==> config.mk <==
export PLATFORM = sky130hd
export DESIGN_NAME = ex_muldiv_unit
export DESIGN_NICKNAME = d
export VERILOG_FILES = /design/src/rtl/ex_muldiv_unit.sv
export SDC_FILE = /design/constraint.sdc
export NUM_CORES = 2
export LEC_CHECK = 0
export CAP_MARGIN = 0
export CORE_ASPECT_RATIO = 1.1
export CORE_MARGIN = 8
export CORE_UTILIZATION = 39
export CTS_CLUSTER_SIZE = 30
export DETAILED_ROUTE_END_ITERATION = 8
export GPL_TIMING_DRIVEN = 0
export SLEW_MARGIN = 20
export SYNTH_ARGS = -nofsm -noshare
export SYNTH_HDL_FRONTEND = slang
export SYNTH_SLANG_ARGS = --single-unit
==> constraint.sdc <==
create_clock -name clk -period 8.6 [get_ports clk]
set_clock_uncertainty 0.05 [all_clocks]
set_input_delay 0.86 -clock clk [delete_from_list [all_inputs] [get_ports clk]]
set_output_delay 0.86 -clock clk [all_outputs]
set_load 0.02 [all_outputs]
==> src/rtl/ex_muldiv_unit.sv <==
// ============================================================================
// ex_muldiv_unit : multi-cycle MULT/MULTU/DIV/DIVU HI/LO unit for the EX stage
// Revision: 1.0 - initial release
// ============================================================================
`default_nettype none

module ex_muldiv_unit #(
    parameter int DATA_W  = 32,
    parameter int MUL_LAT = 2
) (
    input  logic              clk,
    input  logic              rst,
    input  logic              start_i,
    input  logic [1:0]        op_i,
    input  logic [DATA_W-1:0] opa_i,
    input  logic [DATA_W-1:0] opb_i,
    input  logic              cancel_i,
    output logic              busy_o,
    output logic              stall_req_o,
    output logic              done_o,
    output logic [DATA_W-1:0] hi_o,
    output logic [DATA_W-1:0] lo_o,
    output logic              div_by_zero_o
);

    localparam int c_CNT_MAX = (DATA_W > MUL_LAT) ? DATA_W : MUL_LAT;
    localparam int c_CNT_W   = (c_CNT_MAX > 1) ? $clog2(c_CNT_MAX) : 1;
    localparam logic [c_CNT_W-1:0] c_DIV_CNT = c_CNT_W'(DATA_W - 1);
    localparam logic [c_CNT_W-1:0] c_MUL_CNT = c_CNT_W'(MUL_LAT - 1);

    typedef enum logic [2:0] {
        S_IDLE = 3'd0,
        S_MUL  = 3'd1,
        S_DIV  = 3'd2,
        S_FIX  = 3'd3,
        S_DONE = 3'd4
    } state_t;

    state_t               r_state;
    state_t               w_next_state;
    logic [c_CNT_W-1:0]   r_cnt;
    logic                 r_uns;
    logic [DATA_W-1:0]    r_a;
    logic [DATA_W-1:0]    r_b;
    logic [DATA_W-1:0]    r_quo;
    logic [DATA_W-1:0]    r_rem;
    logic                 r_neg_q;
    logic                 r_neg_r;
    logic [DATA_W-1:0]    r_hi;
    logic [DATA_W-1:0]    r_lo;
    logic                 r_dbz;

    logic                 w_start;
    logic                 w_b_zero;
    logic                 w_a_neg;
    logic                 w_b_neg;
    logic [DATA_W-1:0]    w_mag_a;
    logic [DATA_W-1:0]    w_mag_b;
    logic [2*DATA_W-1:0]  w_ext_a;
    logic [2*DATA_W-1:0]  w_ext_b;
    logic [2*DATA_W-1:0]  w_product;
    logic [DATA_W:0]      w_trial;

    assign w_start  = (r_state == S_IDLE) && start_i && !cancel_i;
    assign w_b_zero = (opb_i == '0);

    // Only the signed ops (op_i[0]==0) interpret the sign bit
    assign w_a_neg = !op_i[0] && opa_i[DATA_W-1];
    assign w_b_neg = !op_i[0] && opb_i[DATA_W-1];
    assign w_mag_a = w_a_neg ? -opa_i : opa_i;
    assign w_mag_b = w_b_neg ? -opb_i : opb_i;

    // Product is a multicycle path: operands are stable for MUL_LAT cycles
    assign w_ext_a   = {{DATA_W{!r_uns && r_a[DATA_W-1]}}, r_a};
    assign w_ext_b   = {{DATA_W{!r_uns && r_b[DATA_W-1]}}, r_b};
    assign w_product = w_ext_a * w_ext_b;

    assign w_trial = {r_rem, r_quo[DATA_W-1]} - {1'b0, r_b};

    always_ff @(posedge clk) begin
        if (rst) begin
            r_state <= S_IDLE;
        end else begin
            r_state <= w_next_state;
        end
    end

    always_comb begin
        w_next_state = r_state;
        if (cancel_i) begin
            w_next_state = S_IDLE;
        end else begin
            case (r_state)
                S_IDLE: begin
                    if (start_i) begin
                        if (!op_i[1])     w_next_state = S_MUL;
                        else if (w_b_zero) w_next_state = S_DONE;
                        else              w_next_state = S_DIV;
                    end
                end
                S_MUL:   if (r_cnt == '0) w_next_state = S_DONE;
                S_DIV:   if (r_cnt == '0) w_next_state = S_FIX;
                S_FIX:   w_next_state = S_DONE;
                S_DONE:  w_next_state = S_IDLE;
                default: w_next_state = S_IDLE;
            endcase
        end
    end

    always_ff @(posedge clk) begin
        if (rst) begin
            r_cnt   <= '0;
            r_uns   <= 1'b0;
            r_a     <= '0;
            r_b     <= '0;
            r_quo   <= '0;
            r_rem   <= '0;
            r_neg_q <= 1'b0;
            r_neg_r <= 1'b0;
            r_hi    <= '0;
            r_lo    <= '0;
            r_dbz   <= 1'b0;
        end else begin
            case (r_state)
                S_IDLE: begin
                    if (w_start) begin
                        r_uns   <= op_i[0];
                        r_a     <= opa_i;
                        r_b     <= op_i[1] ? w_mag_b : opb_i;
                        r_quo   <= w_mag_a;
                        r_rem   <= '0;
                        r_neg_q <= w_a_neg ^ w_b_neg;
                        r_neg_r <= w_a_neg;
                        r_cnt   <= op_i[1] ? c_DIV_CNT : c_MUL_CNT;
                        if (op_i[1] && w_b_zero) begin
                            r_hi  <= opa_i;
                            r_lo  <= '1;
                            r_dbz <= 1'b1;
                        end
                    end
                end
                S_MUL: begin
                    r_cnt <= r_cnt - 1'b1;
                    if (r_cnt == '0 && !cancel_i) begin
                        r_hi  <= w_product[2*DATA_W-1:DATA_W];
                        r_lo  <= w_product[DATA_W-1:0];
                        r_dbz <= 1'b0;
                    end
                end
                S_DIV: begin
                    // Restoring step: keep the shifted remainder when the trial borrows
                    r_cnt <= r_cnt - 1'b1;
                    r_quo <= {r_quo[DATA_W-2:0], !w_trial[DATA_W]};
                    if (!w_trial[DATA_W]) r_rem <= w_trial[DATA_W-1:0];
                    else                  r_rem <= {r_rem[DATA_W-2:0], r_quo[DATA_W-1]};
                end
                S_FIX: begin
                    if (!cancel_i) begin
                        r_lo  <= r_neg_q ? -r_quo : r_quo;
                        r_hi  <= r_neg_r ? -r_rem : r_rem;
                        r_dbz <= 1'b0;
                    end
                end
                default: ;
            endcase
        end
    end

    assign busy_o        = (r_state != S_IDLE);
    assign stall_req_o   = w_start || (r_state == S_MUL) || (r_state == S_DIV) ||
                           (r_state == S_FIX);
    assign done_o        = (r_state == S_DONE);
    assign hi_o          = r_hi;
    assign lo_o          = r_lo;
    assign div_by_zero_o = r_dbz;

endmodule

`default_nettype wire

==> summary.md <==
| Metric | Value |
|---|---|
| Outcome | finished, violations left |
| Failing checks | negative setup slack |
| Die H | 394.4 um |
| Worst hold path class | reg2reg |
| Routed via count | around 43,000 |
| Routed WL | ~210 mm |
| Pwr per Cell Area | 101.9 mW/mm2 |
| Setup CP Type | reg2reg |
| FMAX | approximately 0.12 GHz |
| EDFF count, synth | 0 |
| Die width | between 300 and 400 um |
| FF-to-FF End | hi_o[16] |
| Post-DP Area | between 0.05 and 0.06 mm2 |
| Largest net degree at the start of global routing | 25 |
| PortBufs | around 140 |
| Min Tclk post-route | approximately 8.6 ns |
| Remaining antenna violation count after routing | 0 |
| RD Place Congestion | 1.012 |
| Clock transition at path regs | 0.08 ns |
| Max-cap violations | 0 |
| Distinct cells, synth | 72 |
| Mapped Cells | around 5,900 |
| Share of layout cells above drive strength 1 | 7.241% |
| Pin slew with the least headroom to its limit | about 1.1 ns |
| Total Routing Usage GR | 29.18% |
| VDD IR max | 132.6 uV |
| Antenna violations before repair | 16 |
| Hold_sp | hi_o[5] |
| CTS Sinks | ~200 |
| First-pass GRT wire length | a little over 300 mm |
| Startpoint Class | register |
| Syn-to-layout area delta | 11.21% |
| Final critical-path share of the clock period | 100.3% |
| Final core utilization | 43.45% |
| Syn nets | roughly 7,300 |
| Vias in the first global route | 44,432 |
| TritonCTS clock tree | done |
| Post-CTS Hold Buffers | 0 |
| Clk_lat worst skew | 0.59 ns |
| WP data arrival | 9.02 ns |
| DRC Markers | 0 |
| Final Net Count | ~7,500 |
| Footprint of the multi-input gates | between 0.04 and 0.05 mm2 |
| RSZ-0062 raised after global routing | true |
| Clock buffer count from CTS | 24 |
| Max-slew violations | 0 |
| Post-synthesis sequential area ratio | under 10% |
| Initial DRC count | between 4,000 and 5,000 |
| Final Hold Viols | 0 |
| Reg2Reg Setup Slack | -0.02 ns |
| Rows | 139 |
| Final HPWL DP | around 180 mm |
| Post-synth ARST share | 0% |
| Register area | ~0.0042 mm2 |
| Final Power | 5.753 mW |
| Gr ovfl total | 0 |
| Placeable Area | ~0.13 mm2 |
| Root Driver | clkbuf_16 |
| Worst Hold Path EP | hi_o[5] |
| Worst r2r path cells | 24 |
| Leakage power total | about 26 nW |
| DR pass1 iterations | 7 |
| Final setup vio count | 1 |
| Yosys reg bits | around 200 |
| Die area | around 0.14 mm2 |
| Critical-path maximum fanout | 10 |
| Synth warn | 0 |
| FILL cells | ~13,000 |
| Worst setup margin | -0.02479 ns |
| Initial Util | between 30% and 40% |
| CTS Buffer Depth | 3 |
| # IOs | 138 |
| Via/cell ratio | between 5 and 6 |
| Critical Path End Type | register |
| Hold Path Cell Cnt | 2 |
| Mean post-synth cell area | 8.607 um2 |
| Final instance area | between 0.05 and 0.06 mm2 |
| Worst path required time | 8.99 ns |
| H-tree levels | 1 |
| Reg2reg start | r_b[14] |
| Drt wl/cell | about 27 um |
| Main synth FF type | dfxtp_1 |
| Max-Slew Margin vs Limit | about a quarter |
| Post-Syn Area | 0.05075 mm2 |
[critical path, stage by stage, from the launching register on]
cell	delay [ns]
dfxtp_4	0.55
buf_4	0.38
nand2_1	0.21
fa_1	0.44
fa_1	0.58
inv_1	0.08
fa_1	0.60
fa_1	0.46
fa_1	0.68
fa_1	0.48
fa_1	0.49
inv_1	0.05
fa_1	0.52
inv_1	0.06
ha_1	0.44
and3_1	0.23
nand3_1	0.27
nor3_1	0.30
nand3_2	0.18
a211oi_4	0.23
buf_4	0.20
nor2_1	0.07
xnor2_1	0.17
a222oi_1	0.59
a211oi_1	0.18
[power breakdown]
group	leakage [nW]	switching (mW)	total, mW	internal (mW)
registers	1.68	0.127	1.12	0.990
clock network	0.439	0.529	1.21	0.679
logic	23.7	2.27	3.43	1.16
[area by class of cell]
cell class	count	share of cell area, %
diodes	8	0.03547
plain buffers	320	3.190
clock buffers	28	1.162
clock inverters	16	0.4145
inverters	1184	7.900
multi-input cells	4145	73.25
flip-flops and latches	204	7.441
well taps	1692	3.751
repair buffers	166	2.855
[Yosys cell counts, types with 15 or more instances]
cell	instances	share of area, %
or2_2	15	0.18
nor3_1	51	0.50
a31oi_1	26	0.32
o21ai_0	147	1.4
nor2b_1	22	0.27
mux2i_1	32	0.63
a311oi_1	17	0.29
a22oi_1	29	0.43
and3_1	22	0.27
nand2b_1	25	0.31
a211oi_1	63	0.93
nand3_1	33	0.33
ha_1	250	6.2
fa_1	1126	44
nor4_1	17	0.21
a21o_1	41	0.61
and2_1	370	4.6
a21oi_1	215	2.1
o21bai_1	15	0.22
o211ai_1	29	0.43
clkbuf_1	346	2.6
nand2_1	966	7.1
or3_1	20	0.25
nor2_1	200	1.5
inv_1	1184	8.8
dfxtp_1	204	8.0
o31ai_1	36	0.53
xor2_1	75	1.3
xnor2_1	136	2.3
nand4_1	22	0.27
[cell families (layout without fill, tap and decap cells)]
| logic type | after synthesis | count (layout) | share of synthesized area (%) |
|---|---|---|---|
| buf+inv | 1548 | 1714 | 11.49 |
| xor+xnor | 211 | 211 | 3.641 |
| compound gates | 717 | 717 | 9.082 |
| fa+ha+maj | 1376 | 1376 | 50.58 |
| simple gates | 1809 | 1809 | 16.54 |
| mux | 32 | 32 | 0.6311 |
| flops | 204 | 204 | 8.047 |
| other cells | 0 | 8 | 0 |
[flip-flops by register name (all words and copies together), names as in the netlist, 3 cells and up]
signal and count:
r_b 32, lo_o 32, hi_o 32, r_cnt 5, r_state 3, r_a 32
r_quo 32, r_rem 32
[cell usage in the layout (no fill, tap or decap), types with 125 or more instances in the layout]
cell type,n
nor2_1,199
clkdlybuf4s50_1,135
xnor2_1,130
inv_1,1176
o21ai_0,135
nand2_1,965
ha_1,232
fa_1,1114
dfxtp_1,157
a21oi_1,204
clkbuf_1,125
and2_1,368
[metal layers]
layer	global-route usage (%)	up-vias	share of wire, %
met4	17.96	4	7.9
met2	45.76	2213	45
met1	37.38	21965	38
met5	0	-	0.016
li1	-	18233	-
met3	5.416	580	9.3
[stage by stage]
step                       TNS, ns  worst slack [ns]  hold slack, ns  cells
after floorplan                  0            0.5775          0.3997   5897
after global placement      -61.73            -2.235          0.3945   7724
after detailed placement    -55.38            -2.151          0.4002   7726
after CTS                 -0.04880          -0.04880          0.4094   7738
after global routing       -0.4201           -0.1101          0.4319   7756
final                     -0.02479          -0.02479          0.4090   7763
[worst max-delay path by stage]
stage	start	end	slack (ns)
detailed placement	r_a[31]	hi_o[28]	-2.15
global placement	r_b[14]	hi_o[23]	-2.24
global route	r_a[31]	hi_o[15]	-0.11
CTS	r_a[31]	hi_o[28]	-0.05
floorplan	r_a[31]	hi_o[24]	0.58
finish	r_b[14]	hi_o[16]	-0.02
[repair_timing]
| item | 4_1_cts | 5_1_grt |
|---|---|---|
| cloned | 0 | 1 |
| setup endpoints to repair | 45 | 33 |
| pin swaps | 15 | 24 |
| buffers inserted | 7 | 21 |
| gates resized for setup | 356 | 184 |
(Power assumes the default switching activity.)
